<file path="src/rtl/lock_pkg.sv">
// Shared definitions for the encoded lock machine: controller state encoding,
// default code geometry (also used by the LFSR bench) and a width helper.
package lock_pkg;

  typedef enum logic [2:0] {
    IDLE     = 3'd0,
    CAPTURE  = 3'd1,
    LOCKED_S = 3'd2,
    CHECK    = 3'd3,
    LOCKOUT  = 3'd4
  } lock_state_t;

  localparam int DEF_WIDTH  = 5;
  localparam int DEF_DIGITS = 4;

  // Ceiling log2, never below 1 so it can size a counter directly.
  function automatic int clog2(input int value);
    int r;
    r = 0;
    while ((1 << r) < value) r++;
    return (r < 1) ? 1 : r;
  endfunction

endpackage

</file>
<file path="src/rtl/code_store.sv">
// DIGITS x WIDTH register file holding the captured secret code.
// One synchronous write port, one combinational read port.
module code_store
  import lock_pkg::*;
#(
  parameter int WIDTH  = DEF_WIDTH,
  parameter int DIGITS = DEF_DIGITS,
  parameter int IW     = 2
) (
  input  logic             clk,
  input  logic             rst,
  input  logic             we,
  input  logic [IW-1:0]    widx,
  input  logic [WIDTH-1:0] wdata,
  input  logic [IW-1:0]    ridx,
  output logic [WIDTH-1:0] rdata
);

  logic [WIDTH-1:0] mem [DIGITS];

  always_ff @(posedge clk) begin
    if (rst) begin
      for (int i = 0; i < DIGITS; i++) mem[i] <= '0;
    end else if (we) begin
      mem[widx] <= wdata;
    end
  end

  // Indices past DIGITS only occur when the reader does not care; return zero.
  assign rdata = ({1'b0, ridx} < (IW + 1)'(DIGITS)) ? mem[ridx] : '0;

endmodule

</file>
<file path="src/rtl/code_lock_ctrl.sv">
// Code lock controller: captures DIGITS LFSR outputs as the secret, checks
// full key sequences against it, and locks out after MAX_FAILS failures.
module code_lock_ctrl
  import lock_pkg::*;
#(
  parameter int WIDTH          = DEF_WIDTH,
  parameter int DIGITS         = DEF_DIGITS,
  parameter int MAX_FAILS      = 3,
  parameter int LOCKOUT_CYCLES = 8,
  localparam int FW = clog2(MAX_FAILS + 1),
  localparam int EW = clog2(DIGITS + 1)
) (
  input  logic             clk,
  input  logic             rst,
  input  logic [WIDTH-1:0] lfsr_q,
  input  logic             arm,
  input  logic [WIDTH-1:0] key,
  input  logic             key_valid,
  input  logic             clear,
  output logic             locked,
  output logic             open,
  output logic             alarm,
  output logic             err,
  output logic [FW-1:0]    fail_cnt,
  output logic [EW-1:0]    entry_cnt,
  output lock_state_t      dbg_state
);

  localparam int IW = clog2(DIGITS);
  localparam int TW = clog2(LOCKOUT_CYCLES + 1);

  lock_state_t      state;
  logic [IW-1:0]    cap_idx;
  logic [TW-1:0]    timer;
  logic             mismatch;
  logic [WIDTH-1:0] code_digit;
  logic             key_miss;

  code_store #(.WIDTH(WIDTH), .DIGITS(DIGITS), .IW(IW)) u_code_store (
    .clk   (clk),
    .rst   (rst),
    .we    (state == CAPTURE),
    .widx  (cap_idx),
    .wdata (lfsr_q),
    .ridx  (entry_cnt[IW-1:0]),
    .rdata (code_digit)
  );

  // Accumulated mismatch including the key arriving this cycle.
  assign key_miss  = mismatch | (key != code_digit);
  assign dbg_state = state;

  // The verdict (err, fail_cnt) is registered on the edge into CHECK so that
  // it is visible for exactly the one CHECK cycle.
  always_ff @(posedge clk) begin
    if (rst) begin
      state     <= IDLE;
      open      <= 1'b1;
      locked    <= 1'b0;
      alarm     <= 1'b0;
      err       <= 1'b0;
      fail_cnt  <= '0;
      entry_cnt <= '0;
      mismatch  <= 1'b0;
      cap_idx   <= '0;
      timer     <= '0;
    end else begin
      err <= 1'b0;
      case (state)
        IDLE: begin
          if (arm) begin
            state   <= CAPTURE;
            cap_idx <= '0;
            open    <= 1'b0;
            locked  <= 1'b1;
          end
        end
        CAPTURE: begin
          cap_idx <= cap_idx + IW'(1);
          if (cap_idx == IW'(DIGITS - 1)) state <= LOCKED_S;
        end
        LOCKED_S: begin
          if (clear) begin
            entry_cnt <= '0;
            mismatch  <= 1'b0;
          end else if (key_valid) begin
            entry_cnt <= entry_cnt + EW'(1);
            mismatch  <= key_miss;
            if (entry_cnt == EW'(DIGITS - 1)) begin
              state    <= CHECK;
              err      <= key_miss;
              fail_cnt <= key_miss ? fail_cnt + FW'(1) : '0;
            end
          end
        end
        CHECK: begin
          entry_cnt <= '0;
          mismatch  <= 1'b0;
          if (!mismatch) begin
            state  <= IDLE;
            open   <= 1'b1;
            locked <= 1'b0;
          end else if (fail_cnt == FW'(MAX_FAILS)) begin
            state <= LOCKOUT;
            alarm <= 1'b1;
            timer <= TW'(LOCKOUT_CYCLES);
          end else begin
            state <= LOCKED_S;
          end
        end
        LOCKOUT: begin
          if (timer == TW'(1)) begin
            state     <= LOCKED_S;
            alarm     <= 1'b0;
            fail_cnt  <= '0;
            entry_cnt <= '0;
          end else begin
            timer <= timer - TW'(1);
          end
        end
        default: begin
          state     <= IDLE;
          open      <= 1'b1;
          locked    <= 1'b0;
          alarm     <= 1'b0;
          fail_cnt  <= '0;
          entry_cnt <= '0;
          mismatch  <= 1'b0;
        end
      endcase
    end
  end

endmodule

</file>
<file path="config.mk">
export PLATFORM = sky130hd
export DESIGN_NAME = code_lock_ctrl
export DESIGN_NICKNAME = d
export VERILOG_FILES = /design/src/rtl/lock_pkg.sv /design/src/rtl/code_store.sv /design/src/rtl/code_lock_ctrl.sv
export SDC_FILE = /design/constraint.sdc
export NUM_CORES = 1
export LEC_CHECK = 0
export BUFFER_PORTS_ARGS = -buffer_cell sky130_fd_sc_hd__buf_4
export CORE_ASPECT_RATIO = 1.25
export CORE_MARGIN = 4
export CORE_UTILIZATION = 45
export CTS_CLUSTER_DIAMETER = 120
export DETAILED_ROUTE_END_ITERATION = 8
export RECOVER_POWER = 50
export REMOVE_ABC_BUFFERS = 1
export SLEW_MARGIN = 20
export SYNTH_ARGS = -nofsm -noshare
export SYNTH_HDL_FRONTEND = slang
export SYNTH_SLANG_ARGS = --single-unit
export TNS_END_PERCENT = 10
</file>
<file path="constraint.sdc">
create_clock -name clk -period 2.1 [get_ports clk]
set_input_delay 0.21 -clock clk [delete_from_list [all_inputs] [get_ports clk]]
set_output_delay 0.21 -clock clk [all_outputs]
set_load 0.02 [all_outputs]
</file>
==> metrics.txt <==
Routed WL 4.41 mm; leakage power 0.897 nW; Comb power frac 25.6%; final setup fails 0; Syn Inst Count 191; clock root buffer clkbuf_8; Layout Utilization 54.2%; total I/O pin count 27; arrival time at the worst endpoint 2.01 ns; dpl hpwl 3.44 mm; Yosys Warn Count 0; #FFs+latches synth 41; CP max-delay cell mux4_2; Final TNS setup 0 ns; Die Ht 84.3 µm; run status completed; Fmax 0.538 GHz; global-route wire length before repair 7.45 mm; hold crit path type input pin to flop; vias in the first global route 1587; # fillers 414; I/O Buffers 26; drt drc 0; gr usage total 16.1%; hold buffers post-CTS 0; final net count 243; Avg Inst Size Synth 11.0 µm²; Die Wd 69.0 µm; commonest cells after routing, fill and taps aside dfxtp_1 (21), edfxtp_1 (20), buf_4 (19); switch share 30.4%; crit path capture type flop; post-CTS sizing 0; Final Critical Period 1.86 ns; CTS tree yes; CP Launch Type flop; Seq pwr share 46.1%; site row count 27; later-pin clock latency in the skew report 0.28 ns; Area Growth Syn to Fin 15.3%; Crit path required time 2.25 ns; CTS Buf Count 5; PD cells 896 mW/mm²; DR vias 1578; register area 0.00102 mm²; share of cells above drive strength 1 17.5%; P_sw 0.000659 W; crit path cell chain mux4_2 > xor2_1 > nor4_4 > a221oi_1; peak supply drop 0.000583 V; most common cell after layout, fill and taps aside dfxtp_1; buffers and inverters on the worst path 0; gr ovfl total 0; First DRT Iteration DRCs 69; count of cell types in the netlist 50; initial antenna violation count 0; Pint 0.00151 W; Num Clock Sinks 41; Worst Tran Pin Value 0.464 ns; RSZ-0062 raised after global routing false; footprint of the multi-input gates 992 µm²; Worst Path Class, Setup flop to flop; Worst-path clk slew 0.08 ns; Initial Utilization 47.0%; die area 0.00582 mm²; Final Cycle Share 88.5%; Top FF cell, synth dfxtp_1; Slew HR 68.8%; register area share after synthesis 48.7%; clock buffer depth 2; per-cell routed wire length 15.7 µm; CTS H-Tree Depth 2; number of synthesized flops with an enable pin 20; DR pass1 iterations 4; ys async rst share 0%; Fin Clk Skew 0.00217 ns; core area 0.00446 mm²; Worst path top cell family by delay multiplexers; CP Max Fanout 5; Final GP Congestion 0.874; max_cap viols 0; max-slew violations 0; final hold violations 0; clock network power share 28.3%; post-route ant nets 0; Post-CTS Setup Bufs 0; CP max stage delay 0.57 ns; Post-Synthesis Cell Area 0.00210 mm²; diode count 0; largest net degree at the start of global routing 22; DR vias/cell 5.62
==> cell usage after synthesis (all sizes together) (2+ instances only) <==
master	count	area share, %
inv	6	1.1
ha	6	3.6
a2111oi	2	1.1
nand3	4	0.96
a31oi	2	0.60
nand2b	2	0.60
a211oi	3	1.1
nor2	14	2.5
and3	6	1.8
nand2	9	1.6
clkbuf	3	0.54
or2	4	1.2
and2	17	5.1
nor4b	2	0.84
or3b	2	0.84
o21ai	5	1.2
nor2b	3	0.90
mux2i	4	1.9
edfxtp	20	29
mux4	5	5.4
a21oi	8	1.9
nor4	2	1.3
buf	7	2.1
nor3	6	1.4
nor3b	3	1.3
o211ai	2	0.72
dfxtp	21	20
xor2	7	2.9
==> state kept, by name, indices dropped and copies added (netlist names), named ones only <==
signal            cells
open                  1
timer                 4
locked                1
err                   1
alarm                 1
entry_cnt             3
fail_cnt              2
dbg_state             3
cap_idx               2
mismatch              1
u_code_store.mem     20
==> through the flow <==
step / power (W) / worst slack (ns) / hold WS (ns) / instances / instance area (µm²)
2_1_floorplan: 0.00140 / 0.149 / 0.279 / 181 / 2040
4_1_cts: 0.00222 / 0.214 / 0.216 / 281 / 2480
5_1_grt: 0.00229 / 0.0623 / 0.213 / 281 / 2420
3_3_place_gp: 0.00159 / 0.309 / 0.432 / 273 / 2370
3_5_place_dp: 0.00161 / 0.224 / 0.441 / 273 / 2370
6_report: 0.00217 / 0.241 / 0.224 / 281 / 2420
==> worst paths after layout <==
path / from / to / slack [ns] / cells after the start
worst min register to register: locked$_SDFFE_PP0P_ / locked$_SDFFE_PP0P_ / 0.45 / 2
worst min-delay path: lfsr_q[3] / u_code_store.mem[2][3]$_SDFFCE_PN0P_ / 0.22 / 2
worst max register to register: flop / fail_cnt[0]$_SDFFE_PP0P_ / 0.24 / 4
worst max-delay path: flop / fail_cnt[0]$_SDFFE_PP0P_ / 0.24 / 4
==> logic make-up after synthesis <==
logic type                 share of synthesized area, %
AOI/OAI and AO/OA                                  11.5
xor gates and xnor gates                           3.34
adders and majority gates                          3.58
buffers and inverters                              3.70
DFF                                                48.7
muxes                                              7.28
and+or+nand+nor                                    21.9
==> power groups by stage <==
stage / Clock (W) / Combinational [W] / Sequential [W]
final: 0.000614 / 0.000555 / 0.000998
after global routing: 0.000670 / 0.000612 / 0.00101
after CTS: 0.000622 / 0.000593 / 0.00100
after detailed placement: 0 / 0.000592 / 0.00102
after global placement: 0 / 0.000583 / 0.00101
after floorplan: 0 / 0.000346 / 0.00105
==> layer usage <==
layer	wire (µm)	GRT usage, %	up-vias
li1	-	-	768
met1	1820	18.4	756
met2	2290	27.5	44
met3	195	4.31	10
met4	97	7.82	0
met5	0	0	-
==> cell type report <==
class                           instances  area share, %
Multi-Input combinational cell        134           41.0
Clock inverter                          3           1.71
Timing Repair Buffer                   34           8.23
Tap cell                               58           3.00
Inverter                                6          0.932
Sequential cell                        41           42.2
Clock buffer                            5           2.85
Note: power is estimated with default switching activity, not from simulation.
